$ cat config.mk
export PLATFORM = sky130hd
export DESIGN_NAME = uart_cmd_parser
export DESIGN_NICKNAME = d
export VERILOG_FILES = /design/src/rtl/uart_cmd_parser.sv
export SDC_FILE = /design/constraint.sdc
export NUM_CORES = 1
export LEC_CHECK = 0
export ABC_AREA = 1
export ABC_CLOCK_PERIOD_IN_PS = 1200
export CAP_MARGIN = 40
export CORE_ASPECT_RATIO = 1.25
export CORE_MARGIN = 2
export CORE_UTILIZATION = 44
export CTS_CLUSTER_SIZE = 24
export DETAILED_ROUTE_END_ITERATION = 6
export GPL_TIMING_DRIVEN = 0
export HOLD_SLACK_MARGIN = 0.1
export PLACE_DENSITY = 0.75
export SYNTH_ARGS = -nofsm -noshare
export SYNTH_HDL_FRONTEND = slang
export SYNTH_SLANG_ARGS = --single-unit
$ cat constraint.sdc
create_clock -name CLK -period 1.2 [get_ports CLK]
set_input_delay 0.18 -clock CLK [delete_from_list [all_inputs] [get_ports CLK]]
set_output_delay 0.18 -clock CLK [all_outputs]
set_load 0.1 [all_outputs]
$ cat src/rtl/uart_cmd_parser.sv
// uart_cmd_parser: decodes the byte stream from the UART receiver into
// register-file write/read strobes and ALU requests.
// Frames: 0xAA ADDR DATA (write), 0xBB ADDR (read), 0xCC A B FUN (ALU with
// operands), 0xDD FUN (ALU reusing held operands). A corrupted byte aborts
// the frame in progress and returns the FSM to IDLE.
// Optional feature: define UART_CMD_ERR_CNT_EN to build the saturating
// discarded-frame counter on ERR_CNT; otherwise ERR_CNT is tied to 0.
module uart_cmd_parser #(
    parameter int DATA_WIDTH = 8,
    parameter int ADDR_WIDTH = 4
) (
    input  logic                  CLK,
    input  logic                  RST,
    input  logic [DATA_WIDTH-1:0] RX_P_DATA,
    input  logic                  RX_D_VLD,
    input  logic                  parity_error,
    input  logic                  framing_error,
    output logic                  RF_WrEn,
    output logic                  RF_RdEn,
    output logic [ADDR_WIDTH-1:0] RF_Address,
    output logic [DATA_WIDTH-1:0] RF_WrData,
    output logic                  ALU_EN,
    output logic [3:0]            ALU_FUN,
    output logic [DATA_WIDTH-1:0] OP_A,
    output logic [DATA_WIDTH-1:0] OP_B,
    output logic [7:0]            ERR_CNT
);

    localparam logic [DATA_WIDTH-1:0] CMD_WR     = DATA_WIDTH'('hAA);
    localparam logic [DATA_WIDTH-1:0] CMD_RD     = DATA_WIDTH'('hBB);
    localparam logic [DATA_WIDTH-1:0] CMD_ALU_OP = DATA_WIDTH'('hCC);
    localparam logic [DATA_WIDTH-1:0] CMD_ALU    = DATA_WIDTH'('hDD);

    typedef enum logic [2:0] {
        S_IDLE, S_WR_ADDR, S_WR_DATA, S_RD_ADDR, S_ALU_OPA, S_ALU_OPB, S_ALU_FUN
    } state_t;

    state_t state, state_nxt;

    logic good_byte, bad_byte;
    logic fire_wr, fire_rd, fire_alu;
    logic load_addr, load_a, load_b, set_ops, clr_ops;

    // Staging registers: frame fields are collected here and only copied to
    // the held outputs when the frame completes, so an aborted frame leaves
    // the outputs untouched.
    logic [ADDR_WIDTH-1:0] addr_q;
    logic [DATA_WIDTH-1:0] opa_q, opb_q;
    logic                  with_ops;

    assign good_byte = RX_D_VLD && !parity_error && !framing_error;
    assign bad_byte  = RX_D_VLD && (parity_error || framing_error);

    // State register.
    always_ff @(posedge CLK) begin
        // NOTE: sequential state uses non-blocking assignments so every flop
        // samples pre-edge values regardless of block evaluation order.
        if (!RST) state <= S_IDLE;
        else      state <= state_nxt;
    end

    // Next-state decode and per-byte actions.
    always_comb begin
        // NOTE: every signal gets a default first so no path infers a latch.
        state_nxt = state;
        fire_wr   = 1'b0;
        fire_rd   = 1'b0;
        fire_alu  = 1'b0;
        load_addr = 1'b0;
        load_a    = 1'b0;
        load_b    = 1'b0;
        set_ops   = 1'b0;
        clr_ops   = 1'b0;
        if (bad_byte) begin
            state_nxt = S_IDLE;
        end else if (good_byte) begin
            unique case (state)
                S_IDLE: begin
                    if (RX_P_DATA == CMD_WR)          state_nxt = S_WR_ADDR;
                    else if (RX_P_DATA == CMD_RD)     state_nxt = S_RD_ADDR;
                    else if (RX_P_DATA == CMD_ALU_OP) begin
                        state_nxt = S_ALU_OPA;
                        set_ops   = 1'b1;
                    end else if (RX_P_DATA == CMD_ALU) begin
                        state_nxt = S_ALU_FUN;
                        clr_ops   = 1'b1;
                    end
                end
                S_WR_ADDR: begin load_addr = 1'b1; state_nxt = S_WR_DATA; end
                S_WR_DATA: begin fire_wr   = 1'b1; state_nxt = S_IDLE;    end
                S_RD_ADDR: begin fire_rd   = 1'b1; state_nxt = S_IDLE;    end
                S_ALU_OPA: begin load_a    = 1'b1; state_nxt = S_ALU_OPB; end
                S_ALU_OPB: begin load_b    = 1'b1; state_nxt = S_ALU_FUN; end
                S_ALU_FUN: begin fire_alu  = 1'b1; state_nxt = S_IDLE;    end
                default:   state_nxt = S_IDLE;
            endcase
        end
    end

    // Staging registers, strobes and held outputs.
    always_ff @(posedge CLK) begin
        // NOTE: the staging registers are reset along with the outputs; they
        // are a handful of flops, not a memory, so the reset costs nothing.
        if (!RST) begin
            RF_WrEn    <= 1'b0;
            RF_RdEn    <= 1'b0;
            ALU_EN     <= 1'b0;
            RF_Address <= '0;
            RF_WrData  <= '0;
            ALU_FUN    <= '0;
            OP_A       <= '0;
            OP_B       <= '0;
            addr_q     <= '0;
            opa_q      <= '0;
            opb_q      <= '0;
            with_ops   <= 1'b0;
        end else begin
            RF_WrEn <= fire_wr;
            RF_RdEn <= fire_rd;
            ALU_EN  <= fire_alu;
            if (load_addr) addr_q <= RX_P_DATA[ADDR_WIDTH-1:0];
            if (load_a)    opa_q  <= RX_P_DATA;
            if (load_b)    opb_q  <= RX_P_DATA;
            if (set_ops)      with_ops <= 1'b1;
            else if (clr_ops) with_ops <= 1'b0;
            if (fire_wr) begin
                RF_Address <= addr_q;
                RF_WrData  <= RX_P_DATA;
            end
            if (fire_rd) RF_Address <= RX_P_DATA[ADDR_WIDTH-1:0];
            if (fire_alu) begin
                ALU_FUN <= RX_P_DATA[3:0];
                // 0xDD frames reuse whatever operands were last committed.
                if (with_ops) begin
                    OP_A <= opa_q;
                    OP_B <= opb_q;
                end
            end
        end
    end

`ifdef UART_CMD_ERR_CNT_EN
    logic err_evt;
    assign err_evt = bad_byte ||
                     (good_byte && state == S_IDLE &&
                      !(RX_P_DATA inside {CMD_WR, CMD_RD, CMD_ALU_OP, CMD_ALU}));

    // Saturating count of corrupted bytes and unknown commands.
    always_ff @(posedge CLK) begin
        if (!RST)                          ERR_CNT <= '0;
        else if (err_evt && ERR_CNT != '1) ERR_CNT <= ERR_CNT + 8'd1;
    end
`else
    assign ERR_CNT = '0;
`endif

endmodule

==> impl_metrics.toml, run 1 <==
[floorplanning]
initial_core_util_pct = 45.49
ios = 56
die_w_um = 68.82
die-area_sq_um = 5851
core_sq_um = 5080
dieHeight_um = 85.03
rows = 29

[detailed_routing]
ant_nets = 0
num_vias = 2806
wl_um = 9291
vias_per_cell = 5.524
dr.pass1.iters = 5
drt_iter0_drc = 239
wl_per_cell_um = 18.29
drc = 0

[cts]
cts_tree = "yes"
cts_sinks = 59
cts-root-buf = "clkbuf_8"
clk_pin_slew_ps = 70
cts.htree.levels = 3
cts_made_buffers = 9
clockBufferDepth = 2
clk_latency_ps = 350

[sta]
period_minus_slack_ps = 1425
finalHoldViolCount = 0
finalClockSkew_ps = 12.88
rsz0062_at_grt = "yes"
final_max_slew_viol_count = 0
setup_violations = 57
fmax_mhz = 701.5
worstMarginPinSlew_ps = 514.9
setup_tns_ps = -6848
maxSlewHeadroom_pct = 65.67
fin_ws_ps = -225.5
fin_crit_sh_pct = 118.8

[yosys]
synth.distinct_cells = 23
syn_avg_cell_area_sq_um = 7.729
synth_warnings = 0
ys_ff_latch = 59
ys_seq_area_share_pct = 51.11
syn_inst = 299
synth_area_sq_um = 2311

[job]
drv_cap = 0

[pwr]
irDropWorstVdd_uv = 1149
power_switching_w = 0.001085
powerDensity_nw_per_um2 = 995.5
p_leak_nw = 1.975
power.total_w = 0.004276
p_int_w = 0.003191
p_clk_share_pct = 47.0
p_seq_share_pct = 45.7
p_sw_share_pct = 25.37
power_frac_comb_pct = 7.4

[place]
dp_cells = 449
pre_cts_slack_ps = -686.9
globalplace.congestion = 0.8344
dp_hpwl_um = 4478
portBuffers = 46

[final_layout]
area_growth_pct = 85.87
finalNonFillerCells = 508
diodes = 0
layout-drive-gt1-share_pct = 54.04
nNetsFinal = 454
post-route-util_pct = 84.56
layout_commonest_cell = "buf_4"
fillers = 262
final_cell_mix = "buf_4, buf_12, buf_2"

[setup_path]
path_class = "register to register"
crit-reg2reg-launch = "state[1]"
r2r-end = "opb_q[2]"
crit_required_ps = 1470
worstPathMaxFanout = 4
reg2regPathDepth = 8
cp.arrival_ps = 1690
cp-end-kind = "register"
rrSetupSlack_ps = -230
cp-start-kind = "register"

[worst_hold_path]
hold_path.startpoint = "RX_P_DATA[4]"
holdPathStages = 3
worstHoldEndpoint = "opb_q[4]"
hold_class = "input port to register"

[outcome]
violations = "negative setup slack"
status = "complete, but fails checks"

[grt]
antenna_found_initial = 0
grt_max_degree = 12
grt_first_pass_wirelength_um = 12430
grt_use_total_pct = 28.77
grt_overflow = 0
grt_pass1_vias = 2778
[worst max-delay path by stage]
stage                   from       endpoint  slack [ps]  cells after the start
4_1_cts             state[0]        OP_A[2]        -100                      9
5_1_grt             state[2]  RF_Address[3]        -340                      7
3_3_place_gp   framing_error        OP_B[5]        -630                      8
3_5_place_dp   framing_error   RF_WrData[5]        -690                      9
6_report            state[1]       opb_q[2]        -230                      8
2_1_floorplan       state[0]        OP_A[0]         -90                      7
[worst max-delay path: stages, from the launching register on]
cell and delay [ps]:
dfxtp_4 370, inv_2 90, nand2_1 110, nor2_2 150
inv_2 80, nor2_4 160, buf_4 150, o21ai_0 90
a21oi_1 160
[per-stage QoR]
stage          hold WS [ps]  instance area [sq um]
6_report              312.3                   4295
3_3_place_gp          441.3                   2913
5_1_grt               299.4                   4295
2_1_floorplan         322.1                   2375
3_5_place_dp          448.4                   3438
4_1_cts               261.8                   4028
[flip-flops by register name, summed over array words and instances, names as in the netlist, 3 cells and up]
signal,flops
OP_A,8
OP_B,8
RF_WrData,8
opa_q,8
opb_q,8
ALU_FUN,4
RF_Address,4
addr_q,4
state,3
[timing repair]
action                     4_1_cts  5_1_grt
pin swaps                       28       16
setup endpoints to repair       91       57
cloned                           5        1
hold buffers                     0        0
resized for setup              237       58
setup buffers                   26       15
[cells by family after synthesis]
| kind of cell | synth area share (%) |
|---|---|
| and+or+nand+nor | 19.87 |
| AOI/OAI and AO/OA | 19.17 |
| DFF | 51.11 |
| buffers and inverters | 9.692 |
| other | 0.1623 |
[metal layers]
metal	track usage [%]	vias up	wire [um]
met3	7.825	63	624
li1	-	1253	-
met5	0	-	0
met1	27.44	1314	3124
met4	21.21	0	576
met2	50.26	176	4966
[cell usage after synthesis]
cell | count | area (sq um)
o211ai_1 | 1 | 7.510
o21ai_1 | 10 | 50.05
buf_6 | 1 | 11.26
buf_4 | 11 | 82.58
o21ai_0 | 44 | 220.2
nand2_4 | 1 | 11.26
nor3_4 | 1 | 16.27
a21oi_1 | 33 | 165.2
nor4_1 | 1 | 6.260
nor2_1 | 55 | 206.5
conb_1 | 1 | 3.750
clkbuf_1 | 6 | 22.52
inv_2 | 2 | 7.510
inv_6 | 1 | 8.760
nor3_1 | 2 | 10.01
nand2_1 | 38 | 142.6
dfxtp_1 | 59 | 1181
and2_1 | 1 | 6.260
inv_1 | 19 | 71.32
nand2_2 | 2 | 12.51
nand3_1 | 7 | 35.03
buf_12 | 1 | 20.02
nand4_1 | 2 | 12.51
[final cells by class]
type / count / area [sq um] / area share (%)
buffer: 19 / 147.6 / 3.437
clock buffer: 9 / 123.9 / 2.884
clock inverter: 7 / 92.59 / 2.156
inverter: 22 / 107.6 / 2.505
multi-input combinational: 207 / 1131 / 26.33
sequential: 59 / 1226 / 28.55
tap: 62 / 77.57 / 1.806
timing repair buffer: 123 / 1389 / 32.33
[power by group through the flow]
stage	clock network [W]	registers, W	logic [W]
finish	0.00201	0.00195	0.000315
global route	0.00208	0.00195	0.000328
CTS	0.00197	0.00195	0.000288
detailed placement	0	0.00200	0.000281
global placement	0	0.00200	0.000279
floorplan	0	0.00200	0.000205
No activity file was read; power rests on OpenSTA's default activity.
==> run 2: changes to the inputs <==
--- a/config.mk
+++ b/config.mk
@@ -7,7 +7,7 @@
 export LEC_CHECK = 0
 export ABC_AREA = 1
 export ABC_CLOCK_PERIOD_IN_PS = 1200
-export CAP_MARGIN = 40
+export CAP_MARGIN = 20
 export CORE_ASPECT_RATIO = 1.25
 export CORE_MARGIN = 2
 export CORE_UTILIZATION = 44
==> run 2 against run 1 <==
Effect of this change:
- the flow still finishes with violations (negative setup slack)
- clock-buffer cell count stayed put
- die area did not move
- sequential share of layout area increased by 6.1 points
- register-to-register slack better by 80 ps
- clock skew down 6.5 ps
- core utilization is 15 points lower
- worst hold slack lost 83 ps
- first-iteration DRC count down 35%
- final area down 18%
- sequential cell count is the same
- combinational power increased by 4%
- critical path type unchanged
- largest power group is now sequential cells
- highest routed layer unchanged
==> impl_metrics.toml, run 2 (synthesized netlist as in run 1, its figures left out) <==
[place]
dp_hpwl_um = 3854
pre_cts_slack_ps = -671.5
portBuffers = 46
postPlaceCellArea_sq_um = 2913
globalplace.congestion = 0.8344

[setup_path]
cp.arrival_ps = 1580
cp-end-kind = "register"
crit_required_ps = 1440
worstPathMaxFanout = 4
cp_cell_sequence = "inv_4 -> nand2_4 -> nor3_4 -> buf_4 -> buf_6 -> nand2_4 -> o21ai_2 -> nor2_2"
slowest_stage = "dfxtp_4"
crit_buf_inv = 3
cp_common_cell = "nand2_4"
cpPeakStageDelay_ps = 360
cp-start-kind = "register"
path_class = "register to register"
crit_family = "simple AND/OR/NAND/NOR gates"

[floorplanning]
rows = 29
ios = 56
core_sq_um = 5080
initial_core_util_pct = 45.49
die-area_sq_um = 5851
dieHeight_um = 85.03
die_w_um = 68.82

[final_layout]
seq_area_sq_um = 1220
nNetsFinal = 412
area_growth_pct = 52.30
post-route-util_pct = 69.29
final_cell_mix = "buf_4, nor2_1, o21ai_0"
layout-drive-gt1-share_pct = 45.30
fillers = 411
fin_area_sq_um = 3520
layout_commonest_cell = "buf_4"
multi_input_area_sq_um = 1115
diodes = 0

[sta]
fmax_mhz = 745.4
finalClockSkew_ps = 6.415
fin_ws_ps = -141.5
period_minus_slack_ps = 1341
maxSlewHeadroom_pct = 60.75
worstMarginPinSlew_ps = 588.8
finalHoldViolCount = 0
final_max_slew_viol_count = 0
fin_crit_sh_pct = 111.8
setup_violations = 34
fin_hold_ws_ps = 229.7
rsz0062_at_grt = "yes"

[pwr]
powerDensity_nw_per_um2 = 1092
irDropWorstVdd_uv = 753.1
p_leak_nw = 1.660
power.total_w = 0.003844

[detailed_routing]
vias_per_cell = 5.131
drt_iter0_drc = 155
num_vias = 2391
drc = 0
ant_nets = 0
dr.pass1.iters = 4
wl_um = 6633
wl_per_cell_um = 14.23

[worst_hold_path]
hold_class = "input port to register"

[cts]
cts-root-buf = "clkbuf_8"
clk_pin_slew_ps = 70
cts.htree.levels = 3
hold_buffers = 0
cts_made_buffers = 9
cts_sinks = 59
clk_latency_ps = 350
cts_tree = "yes"
clockBufferDepth = 2

[outcome]
status = "complete, but fails checks"
violations = "negative setup slack"

[grt]
grt_use_total_pct = 22.63
grt_overflow = 0
antenna_found_initial = 0
grt_first_pass_wirelength_um = 9846
grt_max_degree = 12
grt_pass1_vias = 2239

[job]
drv_cap = 0
[run 2: cell types whose count changed in the layout (fill, tap and decap cells not counted), sizes merged]
cell,change
buf,-42
bufinv,-2
clkbuf,+1
clkdlybuf4s15,-1
clkdlybuf4s50,-1
clkinv,-2
clkinvlp,+2
dlygate4sd2,-2
dlymetal6s2s,+3
inv,+2
[run 2: worst register-to-register path: cells and delay by family, from the launching register on]
family,cells,cell delay (ps)
buf+inv,3,330
flops,1,360
compound gates,1,160
simple gates,4,380
[run 2: path summary, 6_finish.rpt]
check / cells past startpoint / start / end / slack, ps
max: 8 / state[0] / OP_B[3] / -140
min reg2reg: 2 / OP_A[5] / OP_A[5] / 470
min: 4 / RX_P_DATA[0] / opb_q[0] / 230
max reg2reg: 8 / state[0] / OP_B[3] / -140
[run 2: power breakdown]
group | leakage [nW] | internal (W) | switching, W | total, W
sequential | 0.489 | 0.00195 | 0.000000315 | 0.00195
combinational | 1.09 | 0.0000920 | 0.000235 | 0.000327
clock | 0.0852 | 0.000738 | 0.000829 | 0.00157
total | 1.66 | 0.00278 | 0.00106 | 0.00384
[run 2: final cells by class]
cell class / count / area share (%)
multi-input combinational: 207 / 31.67
timing repair buffer: 81 / 19.66
tap: 62 / 2.204
clock buffer: 9 / 3.519
sequential: 59 / 34.66
clock inverter: 7 / 1.244
buffer: 19 / 4.195
inverter: 22 / 2.844
[run 2: per-stage QoR]
step / TNS [ps] / cells
after floorplan: -938.0 / 306
after global placement: -42370 / 414
after detailed placement: -44310 / 414
after CTS: -70.92 / 457
after global routing: -4682 / 466
final: -1763 / 466
[run 2: timing repair]
action | 4_1_cts | 5_1_grt
gates cloned | 3 | 2
resized for setup | 265 | 46
setup endpoints to repair | 90 | 54
buffers inserted | 24 | 7
pin swaps | 11 | 16
[run 2: layer usage]
layer	part of all wire, %	track usage, %	wire length [um]
met5	0	0	0
met4	3.1	12.83	207
met3	4.9	4.642	326
met2	53	39.16	3506
met1	39	24.73	2592
